### src/rtl/pong_pkg.sv
// rtl/pong_pkg.sv - shared constants for the pong core: updater states, sequencer phases, winner codes
package pong_pkg;

  localparam logic [1:0] UPD_RESET     = 2'd0;
  localparam logic [1:0] UPD_PLAY_NEXT = 2'd1;
  localparam logic [1:0] UPD_PLAY      = 2'd2;

  typedef enum logic [2:0] {
    PH_IDLE       = 3'd0,
    PH_ARM        = 3'd1,
    PH_SERVE_WAIT = 3'd2,
    PH_RALLY      = 3'd3,
    PH_GAME_OVER  = 3'd4
  } phase_t;

  localparam logic [1:0] WIN_NONE = 2'b00;
  localparam logic [1:0] WIN_P1   = 2'b01;
  localparam logic [1:0] WIN_P2   = 2'b10;
  localparam logic [1:0] WIN_BOTH = 2'b11;

endpackage

### src/rtl/press_debouncer.sv
// rtl/press_debouncer.sv - frame-rate hold counter producing a one-frame press per button hold
module press_debouncer #(
  parameter int DEBOUNCE_FRAMES = 3
) (
  input  logic vsync,
  input  logic rst,
  input  logic btn,
  output logic press
);

  localparam logic [3:0] LIMIT = 4'(DEBOUNCE_FRAMES);

  logic [3:0] hold_cnt;
  logic       release_seen;
  logic       low_seen;
  logic       fire;

  // low_seen stays clear after reset until the button is observed low, so a
  // button held across reset deassertion never counts.
  assign fire = btn && release_seen && low_seen && (hold_cnt == LIMIT - 4'd1);

  always_ff @(posedge vsync or negedge rst) begin
    if (!rst) begin
      hold_cnt     <= 4'd0;
      release_seen <= 1'b1;
      low_seen     <= 1'b0;
      press        <= 1'b0;
    end else begin
      press <= fire;
      if (!btn) begin
        hold_cnt     <= 4'd0;
        release_seen <= 1'b1;
        low_seen     <= 1'b1;
      end else begin
        if (hold_cnt != LIMIT) hold_cnt <= hold_cnt + 4'd1;
        if (fire) release_seen <= 1'b0;
      end
    end
  end

endmodule

### src/rtl/pong_match_sequencer.sv
// rtl/pong_match_sequencer.sv - match-level phase FSM driving the game_state_updater rst/start
module pong_match_sequencer
  import pong_pkg::*;
#(
  parameter int WIN_SCORE       = 7,
  parameter int SERVE_FRAMES    = 120,
  parameter int DEBOUNCE_FRAMES = 3
) (
  input  logic       vsync,
  input  logic       rst,
  input  logic       z1,
  input  logic       c1,
  input  logic       z2,
  input  logic       c2,
  input  logic [7:0] player1_score,
  input  logic [7:0] player2_score,
  input  logic [1:0] upd_state,
  output logic       upd_rst,
  output logic       upd_start,
  output logic [2:0] phase,
  output logic [7:0] countdown,
  output logic [1:0] winner
);

  localparam logic [7:0] CD_LOAD = 8'(SERVE_FRAMES - 1);
  localparam logic [7:0] WIN_LIM = 8'(WIN_SCORE);

  phase_t     state, state_nxt;
  logic [7:0] cd_nxt;
  logic [1:0] win_nxt;
  logic       start_nxt;
  logic       press;
  logic       p1_at_lim, p2_at_lim;

  press_debouncer #(
    .DEBOUNCE_FRAMES(DEBOUNCE_FRAMES)
  ) u_press_debouncer (
    .vsync(vsync),
    .rst  (rst),
    .btn  (z1 | c1 | z2 | c2),
    .press(press)
  );

  assign p1_at_lim = (player1_score >= WIN_LIM);
  assign p2_at_lim = (player2_score >= WIN_LIM);
  assign phase     = state;

  always_ff @(posedge vsync or negedge rst) begin
    if (!rst) begin
      state     <= PH_IDLE;
      upd_rst   <= 1'b1;
      upd_start <= 1'b0;
      countdown <= 8'd0;
      winner    <= WIN_NONE;
    end else begin
      state     <= state_nxt;
      upd_rst   <= (state_nxt == PH_IDLE);
      upd_start <= start_nxt;
      countdown <= cd_nxt;
      winner    <= win_nxt;
    end
  end

  always_comb begin
    state_nxt = state;
    cd_nxt    = 8'd0;
    win_nxt   = winner;
    start_nxt = 1'b0;
    case (state)
      PH_IDLE: begin
        if (press) begin
          state_nxt = PH_ARM;
          start_nxt = 1'b1;
        end
      end
      PH_ARM: begin
        state_nxt = PH_SERVE_WAIT;
        cd_nxt    = CD_LOAD;
      end
      PH_SERVE_WAIT: begin
        if (countdown != 8'd0) begin
          cd_nxt = countdown - 8'd1;
        end else if (upd_state == UPD_PLAY_NEXT) begin
          state_nxt = PH_RALLY;
          start_nxt = 1'b1;
        end
      end
      PH_RALLY: begin
        // During the serve-pulse frame the updater still reads PLAY_NEXT;
        // that is not a point, so decisions wait until the pulse is gone.
        if (!upd_start) begin
          if (upd_state == UPD_PLAY_NEXT) begin
            if (p1_at_lim || p2_at_lim) begin
              state_nxt = PH_GAME_OVER;
              win_nxt   = {p2_at_lim, p1_at_lim};
            end else begin
              state_nxt = PH_SERVE_WAIT;
              cd_nxt    = CD_LOAD;
            end
          end else if (upd_state == UPD_RESET) begin
            state_nxt = PH_IDLE;
          end
        end
      end
      PH_GAME_OVER: begin
        if (press) begin
          state_nxt = PH_IDLE;
          win_nxt   = WIN_NONE;
        end
      end
      default: state_nxt = PH_IDLE;
    endcase
  end

endmodule

### config.mk
export PLATFORM = sky130hd
export DESIGN_NAME = pong_match_sequencer
export DESIGN_NICKNAME = d
export VERILOG_FILES = /design/src/rtl/pong_pkg.sv /design/src/rtl/press_debouncer.sv /design/src/rtl/pong_match_sequencer.sv
export SDC_FILE = /design/constraint.sdc
export NUM_CORES = 1
export LEC_CHECK = 0
export CAP_MARGIN = 5
export CORE_ASPECT_RATIO = 1.1
export CORE_MARGIN = 2
export CORE_UTILIZATION = 47
export DETAILED_ROUTE_END_ITERATION = 8
export PLACE_DENSITY_LB_ADDON = 0.08
export SLEW_MARGIN = 25
export SYNTH_ARGS = -nofsm -noshare
export SYNTH_HDL_FRONTEND = slang
export SYNTH_SLANG_ARGS = --single-unit
### constraint.sdc
create_clock -name vsync -period 2.3 [get_ports vsync]
set_input_delay 0.46 -clock vsync [delete_from_list [all_inputs] [get_ports vsync]]
set_output_delay 0.46 -clock vsync [all_outputs]
set_load 0.005 [all_outputs]
==> run metrics, run 1 <==
crit end category=flip-flop; clk_lat worst skew=0.30 ns; vias per inst=5.46; Worst EP required=about 2.5 ns; Pre-antenna DRT Iters=4; f_max=497 MHz; Clock Skew=0.00567 ns; arrival time worst endpoint=2.21 ns; routed length on met1=1000 um; Synth top area share=45.2%; status=complete, no violations; drt first-iter violations=12; Die ar.=0.00276 sq mm; vias in the first global route=914; Main synth FF type=dfrtp_1; clock buffer depth=2; Ys Warns=0; critical path startpoint category=primary input; maxcap violations=0; layout cells sized above 1=12.5%; Area Growth Syn to Fin=44.9%; number of I/O port buffers=38; Seq cells post-synth=22; die height=54.9 um; Mapped Nets=126; utilization after layout=71.9%; metal3 WL=between 200 and 250 um; setup TNS=0 ns; DP HPWL=1860 um; WS Path Type=primary input to flip-flop; routability cong.=0.819; Core ar.=between 0.002 and 0.0025 sq mm; Routed WL per cell=13.8 um; Avg Inst Size Synth=about 11 sq um; fin crit period=2.01 ns; Mapped Area=0.00111 sq mm; Compound-Gate Fraction of Synth Area=around 17%; most numerous cell in the Yosys netlist=dfrtp_1; Simple-Gate Fraction of Synth Area=20.7%; PwrDens=around 1100 mW/mm^2; Via Count=950; Residual DRC=0; WL met2=1140 um; placed cell count=170; Synth top cells by count=20 x dfrtp_1, 11 x nor2_1, 8 x nand2_1; first-pass GRT wire length=3950 um; Peak VDD IR=0.824 mV; Row Count=18; number of synthesized flops with an enable pin=0; RSZ-0062 raised after global routing=no; Hold Fails Final Rpt=0; setup slack after placement=-0.0496 ns; TritonCTS buffer count=3; Non-Filler Instances=174; Max H-tree Level=1; Area contributors post-synth=dfrtp_1 45%, a311oi_4 4.7%, dfstp_2 4.7%; Slew Viols, Final=0; main combinational cell family by area after synthesis=simple AND/OR/NAND/NOR gates; Initial Util=49.7%; post-route ant nets=0; sequential area share after synthesis=49.9%; top cell type by total area after synthesis=dfrtp_1; r2r setup slk=0.48 ns; Synth Instances=99; period utilisation layout=87.5%; ys async rst share=100%; max_slew headroom=51.6%; post-synthesis xor/xnor area fraction=5.54%; clk root buf=clkbuf_4; setup bufs post-CTS=0; CTS Hold Bufs=0; Ports=39; Worst-path clk slew=between 0.1 and 0.15 ns; initial antenna violation count=0; leakage=0.654 nW; setup ws final=0.287 ns; Tot GR Track Use=about a fifth; post-synthesis mux area share=1.81%; fin nets=172; worst slew pin tran=between 0.7 and 0.8 ns; Die Span X=50.3 um; GRT overflow=0; Cell variety after synth=34; post-synthesis adder-cell area fraction=under 10%; Routed WL=2400 um; Clock Sinks=22; Min-Delay Path Class=primary input to asynchronous set/reset pin; ANT cells=0; largest net degree at the start of global routing=23; post-CTS resize count=0; max layer used=met4; CTS tree=built; crit path max fanout=4; Final Setup Violations=0
==> area by class of cell <==
class	instances	area (sq um)
Inverter	4	15.0
Multi-Input combinational cell	72	536
Clock inverter	1	30.0
Sequential cell	22	553
Clock buffer	3	22.5
Fill cell	160	626
Tap cell	30	37.5
Timing Repair Buffer	42	410
==> flip-flops by register name, indices dropped and copies added, names as in the netlist <==
name                            cells
countdown                           8
u_press_debouncer.press             1
phase                               3
u_press_debouncer.low_seen          1
u_press_debouncer.release_seen      1
upd_rst                             1
u_press_debouncer.hold_cnt          4
upd_start                           1
winner                              2
==> logic make-up (layout without fill, tap and decap cells) <==
logic type / count (synthesis) / after routing
AOI/OAI and AO/OA: 19 / 19
DFF: 22 / 22
buffers and inverters: 5 / 50
adders and majority gates: 3 / 3
and+or+nand+nor: 41 / 41
xor gates and xnor gates: 7 / 7
muxes: 2 / 2
==> report_power, final <==
part,switching [mW],internal [mW],leakage [nW]
clock,0.113,0.176,0.0279
sequential,0.137,0.533,0.268
combinational,0.366,0.434,0.357
==> stage by stage <==
stage	hold slack [ns]	cell area (sq um)	power [mW]
2_1_floorplan	0.164	1110	1.14
3_3_place_gp	0.452	1550	1.44
3_5_place_dp	0.463	1550	1.48
4_1_cts	0.487	1600	1.78
5_1_grt	0.498	1600	1.90
6_report	0.488	1600	1.76
==> worst max-delay path: stages <==
cell and delay (ns):
clkdlybuf4s50_1 0.40, or4_4 0.54, a311oi_4 0.35, a2111oi_2 0.19, or2_1 0.26
==> per-layer routing <==
metal	vias up	global-route usage (%)
met5	-	0
met4	0	9.72
met3	4	4.03
met2	39	35.5
met1	451	21.5
li1	456	-
==> worst paths after layout <==
check                                                  to  cells past startpoint                  startpoint
setup / recovery                                 phase[2]                      5            player2_score[7]
hold / removal                                  winner[1]                      2                         rst
setup reg to reg                             countdown[2]                      6                countdown[0]
hold reg to reg                u_press_debouncer.low_seen                      1  u_press_debouncer.low_seen
max in group asynchronous  u_press_debouncer.release_seen                      2                         rst
min in group vsync             u_press_debouncer.low_seen                      1  u_press_debouncer.low_seen
==> layout by cell type (no fill, tap or decap) <==
| cell | instances |
|---|---|
| or4_4 | 2 |
| a41oi_2 | 1 |
| nor2b_1 | 1 |
| nor4b_1 | 1 |
| inv_1 | 4 |
| nand3_1 | 4 |
| dfstp_2 | 2 |
| xor2_1 | 2 |
| o21bai_1 | 1 |
| clkdlybuf4s50_1 | 38 |
| a21o_1 | 1 |
| or4_1 | 1 |
| or2_1 | 2 |
| nand4_1 | 1 |
| o31ai_1 | 1 |
| clkbuf_4 | 3 |
| buf_4 | 4 |
| o311ai_1 | 1 |
| a2111oi_2 | 1 |
| ha_1 | 3 |
| nor4_1 | 3 |
| mux2i_1 | 2 |
| a311oi_4 | 2 |
| a211oi_1 | 1 |
| bufinv_16 | 1 |
| nor3b_1 | 3 |
| a31oi_1 | 1 |
| o22ai_1 | 6 |
| dfrtp_1 | 20 |
| nand3b_1 | 1 |
| nand2_1 | 8 |
| nand2b_1 | 2 |
| xnor2_1 | 5 |
| a21oi_1 | 2 |
| nor2_1 | 11 |
| a41o_2 | 1 |
| nor4_2 | 1 |
Note: power is estimated with default switching activity, not from simulation.
==> run 2: changes to the inputs <==
Settings changed: CORE_UTILIZATION 47 to 40.
Clock period 2.3 ns to 1.6 ns, I/O delays scaled along.
==> run 2 against run 1 <==
- via count increased by 6.5%
- register-to-register slack got worse by 0.42 ns
- critical path type unchanged
- non-clock buffer count increased by 15
- clock-buffer cell count increased by 1
- worst setup slack got worse by 0.26 ns
- global-route usage decreased by 1.4 points
- die area increased by 16%
- sequential share of layout area decreased by 2.9 points
- sequential cell count unchanged
- sequential power increased by 37%
==> run metrics, run 2 (synthesis results as in run 1) <==
Row Count=20; Reg2Reg Launch Point=countdown[0]; GRT overflow=0; fin nets=between 150 and 200; Die ar.=roughly 0.0032 sq mm; Clock Sinks=22; Routed WL per cell=about 14 um; Ports=39; arrival time worst endpoint=1.82 ns; max_slew headroom=69.3%; Slew Viols, Final=0; Min-Delay Path Class=primary input to asynchronous set/reset pin; r2r setup slk=0.06 ns; PwrDens=1510 mW/mm^2; vias in the first global route=960; largest net degree at the start of global routing=23; leakage=approximately 0.82 nW; CTS tree=built; most frequent cells in the layout=21 x clkdlybuf4s50_1, 19 x dfrtp_1, 19 x buf_4; clk_lat worst skew=~0.31 ns; Initial Util=41.0%; initial antenna violation count=0; WS Path Type=primary input to flip-flop; fin crit period=about 1.6 ns; vias per inst=approximately 5.3; RSZ-0062 raised after global routing=yes; Routed WL=roughly 2700 um; first-pass GRT wire length=4130 um; Placed Instance Area=~0.0016 sq mm; clock buffer depth=2; Max H-tree Level=1; die height=59.2 um; routability cong.=0.741; Via Count=1012; clk root buf=clkbuf_4; Min Hold Slack=around 0.35 ns; Clock Skew=0.00172 ns; Tot GR Track Use=17.9%; crit path max fanout=6; worst slew pin tran=0.460 ns; Final Setup Violations=0; Worst-path clk slew=0.12 ns; most common cell after layout, fill and taps aside=clkdlybuf4s50_1; R2R depth=4; f_max=636 MHz; post-route ant nets=0; placed cell count=approximately 180; ANT cells=0; setup ws final=between 0.02 and 0.03 ns; finished layout cell area=roughly 0.0018 sq mm; utilization after layout=65.0%; setup slack after placement=-0.571 ns; TritonCTS buffer count=3; status=complete, no violations; Die Span X=between 50 and 60 um; CTS Hold Bufs=0; DP HPWL=roughly 1900 um; maxcap violations=0; Core ar.=0.00270 sq mm; Hold Fails Final Rpt=0; drt first-iter violations=17; Pre-antenna DRT Iters=4; Worst EP required=1.84 ns; total power draw=between 2 and 3 mW; Non-Filler Instances=192; Residual DRC=0; number of I/O port buffers=38; Area Growth Syn to Fin=58.6%; period utilisation layout=98.3%; Peak VDD IR=1.02 mV; crit end category=flip-flop; RR Endpoint=countdown[7]; most flop-heavy register=countdown; critical path startpoint category=primary input; max reg flops=8; setup TNS=0 ns; layout cells sized above 1=29.6%
-- run 2: cell types whose count changed in the layout (fill, tap and decap cells not counted), sizes merged, moves of 2 or more --
| cell | before | now |
|---|---|---|
| clkdlybuf4s50 | 38 | 21 |
| clkdlybuf4s15 | 0 | 2 |
| buf | 4 | 25 |
| dlygate4sd2 | 0 | 5 |
| dlymetal6s2s | 0 | 4 |
-- run 2: final cells by class --
class                   count  area (sq um)
multi-input cells          72           617
flip-flops and latches     22           554
clock buffers               4          26.3
inverters                   4          15.0
well taps                  33          41.3
fillers                   227           946
repair buffers             57           503
-- run 2: worst max-delay path by stage --
stage,to,start,cells after the start,slack (ns)
floorplan,phase[2],player2_score[7],4,-0.07
global placement,upd_rst,player2_score[7],5,-0.56
detailed placement,countdown[2],player1_score[7],5,-0.57
CTS,countdown[7],countdown[0],4,-0.04
global route,countdown[7],countdown[0],4,-0.04
finish,countdown[2],player2_score[3],6,0.03
-- run 2: layer usage --
| layer | track usage (%) | vias to the layer above | share of wire (%) |
|---|---|---|---|
| met5 | 0 | - | 0 |
| met2 | 30.6 | 33 | 49 |
| met4 | 9.64 | 0 | 2.4 |
| met3 | 3.03 | 7 | 7.8 |
| li1 | - | 484 | - |
| met1 | 20.9 | 488 | 40 |
-- run 2: critical path, stage by stage --
cell	delay, ns
buf_2	0.09
or4_4	0.53
a311oi_4	0.31
buf_4	0.19
a41oi_4	0.17
o22ai_2	0.20
-- run 2: repair_timing --
item	4_1_cts	5_1_grt
buffers inserted	4	6
pin swaps	9	6
endpoints found under the hold margin	0	0
setup endpoints to repair	19	15
gates cloned	0	0
gates resized for setup	30	14
-- run 2: where the power goes --
part	total [mW]	internal [mW]	switching, mW
combinational	1.47	0.775	0.691
sequential	0.920	0.767	0.154
clock	0.265	0.0976	0.167
total	2.65	1.64	1.01
==> RTL change, RTL diff (flow settings as in run 2) <==
Register the output `countdown` once more, cleared by the reset; this adds one clock of latency there. The other outputs are not delayed to match.
--- a/src/rtl/pong_match_sequencer.sv
+++ b/src/rtl/pong_match_sequencer.sv
@@ -27,2 +27,4 @@
 
+  logic [7:0] countdown_s0;
+
   phase_t     state, state_nxt;
@@ -52,3 +54,3 @@
       upd_start <= 1'b0;
-      countdown <= 8'd0;
+      countdown_s0 <= 8'd0;
       winner    <= WIN_NONE;
@@ -58,3 +60,3 @@
       upd_start <= start_nxt;
-      countdown <= cd_nxt;
+      countdown_s0 <= cd_nxt;
       winner    <= win_nxt;
@@ -80,4 +82,4 @@
       PH_SERVE_WAIT: begin
-        if (countdown != 8'd0) begin
-          cd_nxt = countdown - 8'd1;
+        if (countdown_s0 != 8'd0) begin
+          cd_nxt = countdown_s0 - 8'd1;
         end else if (upd_state == UPD_PLAY_NEXT) begin
@@ -114,2 +116,10 @@
 
+  always_ff @(posedge vsync or negedge rst) begin
+    if (!rst) begin
+      countdown <= '0;
+    end else begin
+      countdown <= countdown_s0;
+    end
+  end
+
 endmodule
Function: changed (Yosys sat finds a counterexample within 10 cycles, from zero or initial values and one cycle with rst low).
==> RTL change against run 2 <==
- the flow now finishes with violations (negative setup slack)
- cell area up 9.5%
- critical path type is now register to register
- synthesized area is 18% higher
- routed wire length shrank 1.4%
- sequential cell count increased by 8
- setup slack worse by 0.11 ns
- clock skew rose by 0.0099 ns
- highest routed layer unchanged
- power increased by 12%
- maximum frequency is 6.3% lower
==> RTL change: results (changes against run 2) <==
The run finished, with violations left. The checks that failed: negative setup slack. For the final layout net count, the log shows 196 (+4.8%).

The total met3 wirelength after detailed routing was 167 µm (-21%). The via count of the first global-routing pass came out at 1,081 (+13%). The number of CTS-inserted buffers was 5 (+2).

The sequential element share of the synthesized area came out at 57.7% (+7.8 points). The setup violation total in the final timing report was 1 (+1); the total length of routed met2 wires was 1400 µm (+4.4%). The average vias per placed instance was 5.18 (-1.8%). The half-perimeter wire length of the detailed placement result was 1980 µm (+3.6%); the slew at the pin closest to its max-slew limit was 0.409 ns (-0.0516 ns). Quantity of gates resized following cts: 18 (-40%).

The final estimated routing congestion in global placement is 0.797 (+7.6%). Number of post-CTS setup repair buffers: 3 (-1). For the endpoint arrival time on the critical path, the log shows 1.89 ns (+0.07 ns). The logs give 192 (+7.3%) for the cell total after placement and -0.0782 ns (-0.0782 ns) for the aggregate negative setup slack.

The count of antenna-violating nets left after detailed routing was 0 (unchanged); the overall track demand over capacity in global routing was 16.5% (-1.5 points). The critical path's largest stage delay works out to 0.55 ns (+0.02 ns). For the first-pass GRT wire length, the log shows 4610 µm (+12%).

Average routed wire per standard cell: 13.1 µm (-7.2%). The tools report the worst reg2reg path endpoint as countdown_s0[7]$_DFF_PN0_. For the worst setup timing slack at the placement stage, the log shows -0.512 ns (+0.0592 ns). The worst vdd rail ir drop is 0.888 mV (-13%), and the worst hold slack across all endpoints is 0.349 ns (+0.00104 ns). The tools report the met3 track demand over resource as 4.86% (+1.8 points). Ranked by instance count, the synthesized netlist is headed by sky130_fd_sc_hd__dfrtp_1, sky130_fd_sc_hd__nor2_1, sky130_fd_sc_hd__nand2_1. The global routing met2 resource utilization was 27.7% (-3.0 points). The clock-pin slew reported for the worst setup and hold paths after clock tree synthesis was 0.09 ns (-0.03 ns). The largest net degree at the start of global routing came out at 31 (+35%). The number of nets produced by synthesis was 136 (+7.9%). The logs give -0.0782 ns (-0.106 ns) for the post-layout worst setup margin and 0.00182 mm² (+13%) for the placement-stage cell area.

The critical path is of the register to register type. For the gate count after technology mapping, the log shows 109 (+10%). Among cell families on the critical path, the largest total delay comes from simple AND/OR/NAND/NOR gates. The tools report the leakage power of the design as 0.845 nW (+2.7%). Tracing the worst setup path back leads to its startpoint at countdown_s0[0]$_DFF_PN0_.

Met1 layer wirelength in the final routing: 1060 µm (-2.1%). The count of H-tree levels built during CTS came out at 2 (+1). The tools report the final wirelength as 2670 µm (-1.4%).
[RTL change: cell count changes after synthesis, moves of 2 or more]
| cell | run 2 | this run |
|---|---|---|
| sky130_fd_sc_hd__dfrtp_1 | 20 | 28 |
| sky130_fd_sc_hd__o21ai_0 | 0 | 8 |
| sky130_fd_sc_hd__o22ai_1 | 6 | 0 |
| sky130_fd_sc_hd__xnor2_1 | 5 | 3 |
| sky130_fd_sc_hd__xor2_1 | 2 | 4 |
[RTL change: worst min path at each step]
stage | startpoint | end | cells after the start
after floorplan | rst | countdown[0]$_DFF_PN0_ | 0
after global placement | countdown_s0[7]$_DFF_PN0_ | countdown[7]$_DFF_PN0_ | 0
after detailed placement | countdown_s0[7]$_DFF_PN0_ | countdown[7]$_DFF_PN0_ | 0
after CTS | rst | countdown[2]$_DFF_PN0_ | 2
after global routing | rst | countdown_s0[7]$_DFF_PN0_ | 2
final | rst | countdown_s0[2]$_DFF_PN0_ | 2
[RTL change: area by class of cell]
class                   instances  area, µm²
flip-flops and latches         30        756
multi-input cells              76        554
fillers                       271       1150
clock inverters                 1       5.00
inverters                       3       11.3
repair buffers                 53        499
clock buffers                   7       55.1
well taps                      34       42.5
[RTL change: where the power goes]
| group | internal [W] | switching (W) | total (W) |
|---|---|---|---|
| clock network | 0.000213 | 0.000248 | 0.000461 |
| logic | 0.000725 | 0.000576 | 0.00130 |
| registers | 0.00104 | 0.000166 | 0.00120 |
[RTL change: kinds of logic (layout without fill, tap and decap cells)]
family,after synthesis,in the layout,share of synthesized area (%)
AND/OR/NAND/NOR,44,44,19.5
flip-flops,30,30,57.7
AO/OA/AOI/OAI,20,20,12.8
XOR/XNOR,7,7,4.70
adder cells (fa/ha/maj),3,3,2.88
buffers and inverters,3,64,0.863
multiplexers,2,2,1.53
